===== src/rtl/atm_pkg.sv =====
// Shared types and constants for the ATM note dispenser.
//   state_e   : dispenser FSM states (S_FAULT only with JAM_DETECT_EN)
//   amount_t  : 16-bit unsigned currency amount
//   DENOM*    : default note values per cassette (cassette 3 is the largest)
//   NOTE_*    : one-hot note_sel codes per cassette
// Optional feature macro: JAM_DETECT_EN
package atm_pkg;

  typedef logic [15:0] amount_t;

  typedef enum logic [2:0] {
    S_IDLE     = 3'd0,
    S_PLAN     = 3'd1,
    S_DISPENSE = 3'd2,
    S_GAP      = 3'd3,
    S_DONE     = 3'd4,
    S_REJECT   = 3'd5
`ifdef JAM_DETECT_EN
    , S_FAULT  = 3'd6
`endif
  } state_e;

  localparam int unsigned DENOM3_DEF = 2000;
  localparam int unsigned DENOM2_DEF = 500;
  localparam int unsigned DENOM1_DEF = 200;
  localparam int unsigned DENOM0_DEF = 100;

  localparam logic [3:0] NOTE_2000 = 4'b1000;
  localparam logic [3:0] NOTE_500  = 4'b0100;
  localparam logic [3:0] NOTE_200  = 4'b0010;
  localparam logic [3:0] NOTE_100  = 4'b0001;

endpackage


===== src/rtl/atm_cassette_counter.sv =====
// Inventory register for one note cassette.
//   clk_i, reset_i : clock, synchronous active-high reset (count -> 0)
//   load_en_i      : overwrite count with load_count_i
//   dec_en_i       : remove one note (never asserted when count is 0)
//   count_o        : current note count
//   low_o          : registered flag, count < LOW_THRESH
module atm_cassette_counter #(
  parameter int unsigned CNT_W      = 8,
  parameter int unsigned LOW_THRESH = 5
) (
  input  logic             clk_i,
  input  logic             reset_i,
  input  logic             load_en_i,
  input  logic [CNT_W-1:0] load_count_i,
  input  logic             dec_en_i,
  output logic [CNT_W-1:0] count_o,
  output logic             low_o
);

  localparam logic [CNT_W-1:0] LOW_T = CNT_W'(LOW_THRESH);

  logic [CNT_W-1:0] count_q, count_d;
  logic             low_q;

  always_comb begin
    count_d = count_q;
    if (load_en_i) begin
      count_d = load_count_i;
    end else if (dec_en_i) begin
      count_d = count_q - 1'b1;
    end
  end

  // Low flag is derived from the next count so it tracks the register exactly.
  always_ff @(posedge clk_i) begin
    if (reset_i) begin
      count_q <= '0;
      low_q   <= (LOW_T != '0);
    end else begin
      count_q <= count_d;
      low_q   <= (count_d < LOW_T);
    end
  end

  assign count_o = count_q;
  assign low_o   = low_q;

endmodule


===== src/rtl/atm_note_dispenser.sv =====
// Cash-dispense stage: accepts an approved amount, plans a greedy note
// breakdown against cassette inventory, then pulses the dispenser one note
// at a time and reports done or reject.
//   clk, reset          : clock, synchronous active-high reset
//   req_valid/req_amount/req_ready : withdrawal request handshake
//   load_en/load_sel/load_count    : cassette refill (IDLE only)
//   note_pulse/note_sel : one-cycle eject command with one-hot cassette
//   done/reject         : one-cycle transaction result pulses
//   dispensed_amount    : running total of current or last transaction
//   low_cash            : per-cassette low-inventory flags
//   note_seen/jam       : only with JAM_DETECT_EN (eject confirm, jam fault)
// Optional feature macro: JAM_DETECT_EN
module atm_note_dispenser
  import atm_pkg::*;
#(
  parameter int unsigned DENOM3       = DENOM3_DEF,
  parameter int unsigned DENOM2       = DENOM2_DEF,
  parameter int unsigned DENOM1       = DENOM1_DEF,
  parameter int unsigned DENOM0       = DENOM0_DEF,
  parameter int unsigned CNT_W        = 8,
  parameter int unsigned MAX_WITHDRAW = 20000,
  parameter int unsigned GAP_CYCLES   = 4,
  parameter int unsigned LOW_THRESH   = 5,
  parameter int unsigned JAM_TIMEOUT  = 16
) (
  input  logic             clk,
  input  logic             reset,
  input  logic             req_valid,
  input  logic [15:0]      req_amount,
  output logic             req_ready,
  input  logic             load_en,
  input  logic [1:0]       load_sel,
  input  logic [CNT_W-1:0] load_count,
  output logic             note_pulse,
  output logic [3:0]       note_sel,
  output logic             done,
  output logic             reject,
  output logic [15:0]      dispensed_amount,
  output logic [3:0]       low_cash
`ifdef JAM_DETECT_EN
  ,
  input  logic             note_seen,
  output logic             jam
`endif
);

  localparam int unsigned CNT_MAX = (JAM_TIMEOUT > GAP_CYCLES) ? JAM_TIMEOUT : GAP_CYCLES;
  localparam int unsigned GAP_W   = $clog2(CNT_MAX + 1);
  localparam logic [GAP_W-1:0] GAP_LIM = GAP_W'(GAP_CYCLES);
`ifdef JAM_DETECT_EN
  localparam logic [GAP_W-1:0] JAM_LIM = GAP_W'(JAM_TIMEOUT - 1);
  localparam logic [GAP_W-1:0] CNT_TOP = GAP_W'(CNT_MAX);
`endif
  localparam amount_t MAX_AMT = amount_t'(MAX_WITHDRAW);
  // Index order matches note_sel bit order: index 3 is the largest note.
  localparam amount_t DEN [4] = '{amount_t'(DENOM0), amount_t'(DENOM1),
                                  amount_t'(DENOM2), amount_t'(DENOM3)};

  state_e           state_q;
  amount_t          remaining_q;
  amount_t          disp_q;
  logic [GAP_W-1:0] gap_q;
  logic [CNT_W-1:0] plan_q [4];
  logic             note_pulse_q;
  logic [3:0]       note_sel_q;
  logic             done_q;
  logic             reject_q;
`ifdef JAM_DETECT_EN
  logic             seen_q;
  logic             jam_q;
`endif

  logic [CNT_W-1:0] inv_cnt [4];
  logic [3:0]       dec_en;
  logic [3:0]       plan_sel;
  amount_t          plan_den;
  logic [3:0]       disp_sel;
  amount_t          pulse_den;

  // Ascending scans: a later (larger) hit overwrites, so the largest wins.
  always_comb begin
    plan_sel  = '0;
    plan_den  = '0;
    disp_sel  = '0;
    pulse_den = '0;
    for (int unsigned k = 0; k < 4; k++) begin
      if (DEN[k] <= remaining_q && plan_q[k] < inv_cnt[k]) begin
        plan_sel    = '0;
        plan_sel[k] = 1'b1;
        plan_den    = DEN[k];
      end
      if (plan_q[k] != '0) begin
        disp_sel    = '0;
        disp_sel[k] = 1'b1;
      end
      if (note_sel_q[k]) begin
        pulse_den = DEN[k];
      end
    end
  end

  // The eject command is registered on the edge that enters DISPENSE, so the
  // pulse is visible during the DISPENSE cycle that consumes it.
  always_ff @(posedge clk) begin
    if (reset) begin
      state_q      <= S_IDLE;
      remaining_q  <= '0;
      disp_q       <= '0;
      gap_q        <= '0;
      note_pulse_q <= 1'b0;
      note_sel_q   <= '0;
      done_q       <= 1'b0;
      reject_q     <= 1'b0;
      for (int unsigned k = 0; k < 4; k++) plan_q[k] <= '0;
`ifdef JAM_DETECT_EN
      seen_q       <= 1'b0;
      jam_q        <= 1'b0;
`endif
    end else begin
      note_pulse_q <= 1'b0;
      note_sel_q   <= '0;
      done_q       <= 1'b0;
      reject_q     <= 1'b0;
      case (state_q)
        S_IDLE: begin
          if (req_valid) begin
            remaining_q <= req_amount;
            disp_q      <= '0;
            for (int unsigned k = 0; k < 4; k++) plan_q[k] <= '0;
            if (req_amount == '0 || req_amount > MAX_AMT) begin
              state_q  <= S_REJECT;
              reject_q <= 1'b1;
            end else begin
              state_q <= S_PLAN;
            end
          end
        end
        S_PLAN: begin
          if (remaining_q == '0) begin
            state_q      <= S_DISPENSE;
            note_pulse_q <= |disp_sel;
            note_sel_q   <= disp_sel;
          end else if (plan_sel != '0) begin
            remaining_q <= remaining_q - plan_den;
            for (int unsigned k = 0; k < 4; k++) begin
              if (plan_sel[k]) plan_q[k] <= plan_q[k] + 1'b1;
            end
          end else begin
            state_q  <= S_REJECT;
            reject_q <= 1'b1;
          end
        end
        S_DISPENSE: begin
          if (note_pulse_q) begin
            for (int unsigned k = 0; k < 4; k++) begin
              if (note_sel_q[k]) plan_q[k] <= plan_q[k] - 1'b1;
            end
            disp_q  <= disp_q + pulse_den;
            gap_q   <= GAP_W'(1);
            state_q <= S_GAP;
`ifdef JAM_DETECT_EN
            seen_q  <= 1'b0;
`endif
          end else begin
            state_q <= S_DONE;
            done_q  <= 1'b1;
          end
        end
        S_GAP: begin
`ifdef JAM_DETECT_EN
          if (note_seen) seen_q <= 1'b1;
          if (gap_q >= GAP_LIM && (seen_q || note_seen)) begin
            state_q      <= S_DISPENSE;
            note_pulse_q <= |disp_sel;
            note_sel_q   <= disp_sel;
          end else if (gap_q == JAM_LIM && !(seen_q || note_seen)) begin
            state_q <= S_FAULT;
            jam_q   <= 1'b1;
          end else if (gap_q != CNT_TOP) begin
            gap_q <= gap_q + 1'b1;
          end
`else
          if (gap_q == GAP_LIM) begin
            state_q      <= S_DISPENSE;
            note_pulse_q <= |disp_sel;
            note_sel_q   <= disp_sel;
          end else begin
            gap_q <= gap_q + 1'b1;
          end
`endif
        end
        S_DONE:   state_q <= S_IDLE;
        S_REJECT: state_q <= S_IDLE;
`ifdef JAM_DETECT_EN
        S_FAULT:  state_q <= S_FAULT;
`endif
        default:  state_q <= S_IDLE;
      endcase
    end
  end

  assign dec_en = {4{state_q == S_DISPENSE && note_pulse_q}} & note_sel_q;

  for (genvar g = 0; g < 4; g++) begin : g_cas
    atm_cassette_counter #(
      .CNT_W      (CNT_W),
      .LOW_THRESH (LOW_THRESH)
    ) u_cas (
      .clk_i        (clk),
      .reset_i      (reset),
      .load_en_i    (load_en && state_q == S_IDLE && load_sel == 2'(g)),
      .load_count_i (load_count),
      .dec_en_i     (dec_en[g]),
      .count_o      (inv_cnt[g]),
      .low_o        (low_cash[g])
    );
  end

  assign req_ready        = (state_q == S_IDLE);
  assign note_pulse       = note_pulse_q;
  assign note_sel         = note_sel_q;
  assign done             = done_q;
  assign reject           = reject_q;
  assign dispensed_amount = disp_q;
`ifdef JAM_DETECT_EN
  assign jam              = jam_q;
`endif

endmodule


===== config.mk =====
export PLATFORM = sky130hd
export DESIGN_NAME = atm_note_dispenser
export DESIGN_NICKNAME = d
export VERILOG_FILES = /design/src/rtl/atm_pkg.sv /design/src/rtl/atm_cassette_counter.sv /design/src/rtl/atm_note_dispenser.sv
export SDC_FILE = /design/constraint.sdc
export NUM_CORES = 1
export LEC_CHECK = 0
export CORE_MARGIN = 8
export CORE_UTILIZATION = 45
export DETAILED_ROUTE_END_ITERATION = 8
export PLACE_DENSITY = 0.73
export SYNTH_ARGS = -nofsm -noshare
export SYNTH_HDL_FRONTEND = slang
export SYNTH_SLANG_ARGS = --single-unit

===== constraint.sdc =====
create_clock -name clk -period 9.8 [get_ports clk]
set_clock_uncertainty 0.1 [all_clocks]
set_input_delay 0.98 -clock clk [delete_from_list [all_inputs] [get_ports clk]]
set_output_delay 0.98 -clock clk [all_outputs]
set_load 0.03 [all_outputs]

==> impl_metrics.json, run 1 <==
{
  "hold_viol_final": 0,
  "grtUsageMet1_pct": 24.75,
  "clock_path_buffers": 2,
  "drive_gt1_share_pct": 6.455,
  "drt-total-wl_um": 22100,
  "portBuffers": 55,
  "synthArstFlopShare_pct": 0,
  "power.density_mw_per_mm2": 242.4,
  "pwr-share-seq_pct": 29.6,
  "synth.cell_area_sq_mm": 0.008112,
  "grt_max_degree": 43,
  "firstDrtPassIters": 5,
  "cp-end-kind": "flip-flop",
  "grt_util_met3_pct": 3.937,
  "leakage_nw": 3.584,
  "grt_pass1_wl_um": 35630,
  "crit_type": "flip-flop to flip-flop",
  "ios": 58,
  "cts_resized": 0,
  "synth_seq_cells": 113,
  "synth-main-ff-cell": "dfxtp_1",
  "yosysWarnings": 0,
  "rsz0062_at_grt": "false",
  "ant_nets": 0,
  "dr_total_vias": 7593,
  "dr.first_iter.drc_count": 559,
  "fin_nets": 1125,
  "p_comb_share_pct": 45.0,
  "vias_per_cell": 5.993,
  "tightest_slew_ns": 1.133,
  "cts_root_buf": "clkbuf_16",
  "gr-total-overflow": 0,
  "slew_viol_final": 0,
  "layout_common_cells": "nor2_1 (107), dfxtp_1 (97), nand2_1 (79)",
  "top_usage_layer": "met2",
  "antenna_cells": 0,
  "clk_pin_slew_ns": 0.05,
  "fin_area_sq_mm": 0.009331,
  "avgRoutedWirePerCell_um": 17.44,
  "hold_path.class": "flip-flop to flip-flop",
  "post_cts_buffers": 0,
  "status": "finished clean",
  "setup_violations": 0,
  "hpwl_um": 15930,
  "grt_use_total_pct": 19.63,
  "cts_made_buffers": 17,
  "clock_power_share_pct": 25.5,
  "drc": 0,
  "maxCapViolCount": 0,
  "synth_edf_count": 16,
  "initial_core_util_pct": 45.47,
  "finalCritPeriodShare_pct": 51.37,
  "start_kind": "flip-flop",
  "final_core_util_pct": 52.30,
  "core_sq_mm": 0.01784,
  "min_period_ns": 5.034,
  "row_count": 49,
  "crit_required_ns": 10.01,
  "die-area_sq_mm": 0.02258,
  "die_height_um": 150.3,
  "crit_fanout": 9,
  "final.setup.tns_ns": 0,
  "use_met2_pct": 32.96,
  "yosysUniqueCellTypes": 83,
  "area_delta_synth_final_pct": 15.04,
  "relSlewSlack_pct": 24.28,
  "cts_sinks": 113,
  "synth_area_per_cell_sq_um": 8.169,
  "arrival_ns": 5.24,
  "netlist_instances": 993,
  "p_int_mw": 1.326,
  "placed_cell_area_sq_mm": 0.008780,
  "die_w_um": 150.3,
  "irDropWorstVdd_uv": 127.3,
  "postCtsHoldBufs": 0,
  "fmax_mhz": 198.6,
  "cts.htree.levels": 4,
  "cts_tree": "done",
  "antenna_found_initial": 0,
  "clk-insertion-delay-late_ns": 0.42,
  "p_switching_mw": 0.9353,
  "switching_share_pct": 41.35,
  "final_common_cell": "nor2_1",
  "gp_congestion": 0.8668,
  "synth_seq_area_share_pct": 29.86,
  "first_global_vias": 7146
}
-- worst max-delay path, stage by stage (launching register included) --
cell and delay [ns]:
edfxtp_1 0.49, ha_1 0.36, a21o_1 0.18, a31oi_1 0.14, o21ai_0 0.20, a221oi_2 0.65
nor2_1 0.14, o21ai_0 0.25, inv_1 0.07, ha_1 0.21, fa_1 0.39, nor2b_1 0.20
o31a_1 0.16, o21ai_0 0.15, a211oi_1 0.51, nor3_1 0.12, a31o_2 0.26, a2111oi_1 0.35
-- routing by layer --
layer / vias to the layer above / routed length (um)
li1: 3721 / -
met1: 3609 / 9911
met2: 230 / 10620
met3: 33 / 1202
met4: 0 / 364
met5: - / 0
-- synth_stat cells, types with 6 or more instances --
cell type / n / area [sq um]
buf_4: 8 / 60.06
o31ai_1: 7 / 52.55
nand4b_1: 7 / 61.31
ha_1: 65 / 813.3
o21ai_0: 45 / 225.2
and3_1: 10 / 62.56
buf_2: 11 / 55.05
nor2_1: 107 / 401.6
or2_2: 6 / 37.54
a31oi_1: 9 / 56.30
nand3_1: 38 / 190.2
inv_1: 59 / 221.5
a311oi_1: 7 / 61.31
mux2i_1: 17 / 170.2
a21o_1: 9 / 67.56
and2_1: 9 / 56.30
or3_1: 12 / 75.07
a221oi_1: 8 / 70.07
a21oi_1: 59 / 295.3
nand2_1: 79 / 296.5
xor2_1: 14 / 122.6
o22ai_1: 7 / 43.79
nand2b_1: 8 / 50.05
nand4_1: 23 / 143.9
dfxtp_1: 97 / 1942
nor2b_1: 12 / 75.07
a211oi_1: 27 / 202.7
clkbuf_1: 24 / 90.09
a22oi_1: 8 / 60.06
edfxtp_1: 16 / 480.5
nor3_1: 31 / 155.2
nor4_1: 16 / 100.1
xnor2_1: 39 / 341.6
-- cell families (layout without fill, tap and decap cells) --
family / Yosys count / after routing / synth area share [%]
and+or+nand+nor: 384 / 384 / 24.29
AOI/OAI and AO/OA: 251 / 251 / 21.67
DFF: 113 / 113 / 29.86
buffers and inverters: 106 / 150 / 5.538
adders and majority gates: 68 / 68 / 10.77
xor gates and xnor gates: 53 / 53 / 5.723
muxes: 17 / 17 / 2.098
other: 1 / 2 / 0.04623
-- layout make-up --
| type | instances | area [sq um] |
|---|---|---|
| flip-flops and latches | 113 | 2422 |
| multi-input cells | 775 | 5259 |
| clock buffers | 25 | 526.8 |
| well taps | 229 | 286.5 |
| clock inverters | 5 | 25.02 |
| inverters | 59 | 221.5 |
| fillers | 1648 | 8509 |
| repair buffers | 61 | 590.6 |
-- power by group through the flow --
stage | clock network (mW) | logic, mW | registers [mW]
final | 0.576 | 1.02 | 0.669
after global routing | 0.603 | 1.13 | 0.681
after CTS | 0.580 | 1.01 | 0.665
after detailed placement | 0 | 1.00 | 0.674
after global placement | 0 | 0.989 | 0.670
after floorplan | 0 | 0.814 | 0.629
-- registers in the layout, summed over array words and instances, names as in the netlist --
register,cells
dispensed_amount,14
note_pulse,1
g_cas.u_cas.count_o,32
g_cas.u_cas.low_o,4
reject,1
remaining_q,16
gap_q,5
done,1
state_q,3
plan_q,32
note_sel,4
-- stage by stage --
step                hold slack (ns)  total power [mW]  cells  worst slack, ns
finish                       0.3840             2.262   1267            4.766
global route                 0.4138             2.414   1267            4.335
CTS                          0.3889             2.256   1267            4.816
detailed placement           0.3815             1.676   1237            4.837
global placement             0.3757             1.659   1237            4.991
floorplan                    0.3681             1.443    994            5.439
-- final timing paths --
kind / from / end / slack (ns) / cells past startpoint
worst min-delay path: remaining_q[0]$_SDFFE_PP0P_ / remaining_q[0]$_SDFFE_PP0P_ / 0.38 / 2
worst max-delay path: plan_q[1][2]$_DFFE_PP_ / remaining_q[12]$_SDFFE_PP0P_ / 4.77 / 17
worst max register to register: plan_q[1][2]$_DFFE_PP_ / remaining_q[12]$_SDFFE_PP0P_ / 4.77 / 17
worst min register to register: remaining_q[0]$_SDFFE_PP0P_ / remaining_q[0]$_SDFFE_PP0P_ / 0.38 / 2
(Power assumes the default switching activity.)
==> run 2, diff against run 1 <==
==> constraint.sdc (replaced) <==
create_clock -name clk -period 5 [get_ports clk]
set_clock_uncertainty 0.1 [all_clocks]
set_input_delay 0.5 -clock clk [delete_from_list [all_inputs] [get_ports clk]]
set_output_delay 0.5 -clock clk [all_outputs]
set_load 0.03 [all_outputs]
==> run 2 against run 1 <==
Final area up 1.3%. Clock power grew 120%. Via count down 0.62%. Sequential power up 96%. Cell count rose by 0.79%. Sequential share of layout area is 0.34 points lower. Critical endpoint unchanged.
==> impl_metrics.json, run 2 (synthesis gave the netlist of run 1 again) <==
{
  "first_global_vias": 7144,
  "vias_per_cell": 5.909,
  "cts_sinks": 113,
  "fin_area_sq_mm": 0.009457,
  "maxCapViolCount": 0,
  "final.setup.tns_ns": 0,
  "cts_tree": "done",
  "core_sq_mm": 0.01784,
  "top_usage_layer": "met2",
  "dp_slack_ns": 0.3812,
  "die_w_um": 150.3,
  "crit_chain": "ha_1 > a21o_1 > a31oi_1 > o21ai_0 > a221oi_2 > nor2_1 > o21ai_0 > inv_1 > ha_1 > fa_1 > nor2b_1 > o31a_1 > o21ai_0 > a211oi_2 > nor3_1 > a31o_2 > a2111oi_1",
  "placed_cell_area_sq_mm": 0.008840,
  "grt_util_met3_pct": 3.396,
  "gr-total-overflow": 0,
  "die_height_um": 150.3,
  "ant_nets": 0,
  "crit_family": "compound AO/OA/AOI/OAI gates",
  "dr_total_vias": 7546,
  "cpMostUsedCell": "o21ai_0",
  "nFillCells": 1653,
  "antenna_found_initial": 0,
  "power.density_mw_per_mm2": 490.1,
  "crit_fanout": 9,
  "clk-insertion-delay-late_ns": 0.42,
  "start_kind": "flip-flop",
  "crit_type": "flip-flop to flip-flop",
  "slew_viol_final": 0,
  "portBuffers": 55,
  "dpl.cell_count": 1245,
  "tightest_slew_ns": 1.215,
  "leakage_nw": 3.634,
  "ios": 58,
  "grtUsageMet1_pct": 24.69,
  "clock_path_buffers": 2,
  "setup_violations": 0,
  "irDropWorstVdd_uv": 275.5,
  "slowest_stage": "edfxtp_1",
  "cp_slowest_stage_delay_ns": 0.50,
  "finalCritPeriodShare_pct": 90.84,
  "layout_common_cells": "nor2_1 (107), dfxtp_1 (97), nand2_1 (79)",
  "setup_ws_ns": 0.4581,
  "relSlewSlack_pct": 18.80,
  "hold_path.class": "flip-flop to flip-flop",
  "grt_max_degree": 42,
  "use_met2_pct": 32.60,
  "arrival_ns": 4.75,
  "drc": 0,
  "rsz0062_at_grt": "false",
  "dr.first_iter.drc_count": 603,
  "final_common_cell": "nor2_1",
  "hpwl_um": 16190,
  "hold_viol_final": 0,
  "crit_buf_inv": 1,
  "drive_gt1_share_pct": 7.538,
  "area_delta_synth_final_pct": 16.58,
  "postCtsHoldBufs": 0,
  "status": "finished clean",
  "antenna_cells": 0,
  "initial_core_util_pct": 45.47,
  "drt-total-wl_um": 21860,
  "fin_nets": 1133,
  "cp-end-kind": "flip-flop",
  "avgRoutedWirePerCell_um": 17.12,
  "final_core_util_pct": 53.01,
  "cts.htree.levels": 4,
  "firstDrtPassIters": 4,
  "clk_pin_slew_ns": 0.06,
  "fmax_mhz": 220.2,
  "cts_root_buf": "clkbuf_16",
  "instances_no_fill": 1277,
  "min_period_ns": 4.542,
  "cts_made_buffers": 17,
  "grt_use_total_pct": 19.59,
  "die-area_sq_mm": 0.02258,
  "gp_congestion": 0.9138,
  "crit_required_ns": 5.21,
  "row_count": 49,
  "grt_pass1_wl_um": 35550
}
-- run 2: cell count changes in the layout (fill, tap and decap cells not counted), sizes merged --
cell	before	now
buf	7	15
bufinv	0	3
clkbuf	25	20
clkinv	5	2
clkinvlp	0	4
inv	59	62
-- run 2: area by class of cell --
cell class | count | area (sq um) | area share, %
multi-input combinational | 775 | 5264 | 55.66
sequential | 113 | 2422 | 25.62
timing repair buffer | 69 | 650.6 | 6.880
clock buffer | 20 | 456.7 | 4.829
tap | 229 | 286.5 | 3.030
inverter | 59 | 221.5 | 2.342
clock inverter | 12 | 155.1 | 1.641
-- run 2: power breakdown --
part           internal, mW  leakage [nW]  switching, mW  total, mW
Combinational         0.844          2.38           1.22       2.06
Clock                 0.810         0.290          0.452       1.26
Sequential             1.08         0.961          0.228       1.31
Total                  2.74          3.63           1.90       4.63
-- run 2: path summary, 6_finish.rpt --
kind | startpoint | endpoint | slack [ns] | depth (start not counted)
worst max-delay path | plan_q[1][2]$_DFFE_PP_ | remaining_q[12]$_SDFFE_PP0P_ | 0.46 | 17
worst min-delay path | dispensed_amount[5]$_SDFFE_PP0P_ | dispensed_amount[5]$_SDFFE_PP0P_ | 0.39 | 2
worst max register to register | plan_q[1][2]$_DFFE_PP_ | remaining_q[12]$_SDFFE_PP0P_ | 0.46 | 17
worst min register to register | dispensed_amount[5]$_SDFFE_PP0P_ | dispensed_amount[5]$_SDFFE_PP0P_ | 0.39 | 2
-- run 2: tightest hold or removal path: stages, from the launching register on --
cell,delay [ns]
dfxtp_1,0.32
nand3_1,0.07
a21oi_1,0.05
-- run 2: metal layers --
layer | vias to the layer above | wire length [um]
met5 | - | 0
met4 | 0 | 518
met3 | 39 | 1135
met2 | 215 | 10410
met1 | 3544 | 9800
li1 | 3748 | -
-- run 2: timing repair --
action | in CTS | in global routing
setup endpoints to repair | 0 | 1
buffers inserted | 0 | 0
resized for setup | 0 | 1
-- run 2: metrics by stage --
stage | power [mW] | hold slack, ns
2_1_floorplan | 2.828 | 0.3681
3_3_place_gp | 3.292 | 0.3782
3_5_place_dp | 3.346 | 0.3804
4_1_cts | 4.623 | 0.3939
5_1_grt | 4.948 | 0.4200
6_report | 4.635 | 0.3891
==> run 3, diff against run 2 <==
--- a/config.mk
+++ b/config.mk
@@ -9,6 +9,7 @@
 export CORE_UTILIZATION = 45
 export DETAILED_ROUTE_END_ITERATION = 8
 export PLACE_DENSITY = 0.73
+export SKIP_CTS_REPAIR_TIMING = 1
 export SYNTH_ARGS = -nofsm -noshare
 export SYNTH_HDL_FRONTEND = slang
 export SYNTH_SLANG_ARGS = --single-unit
==> results of run 3 <==
The final DEF is identical to that of run 2; final timing and power are the same.
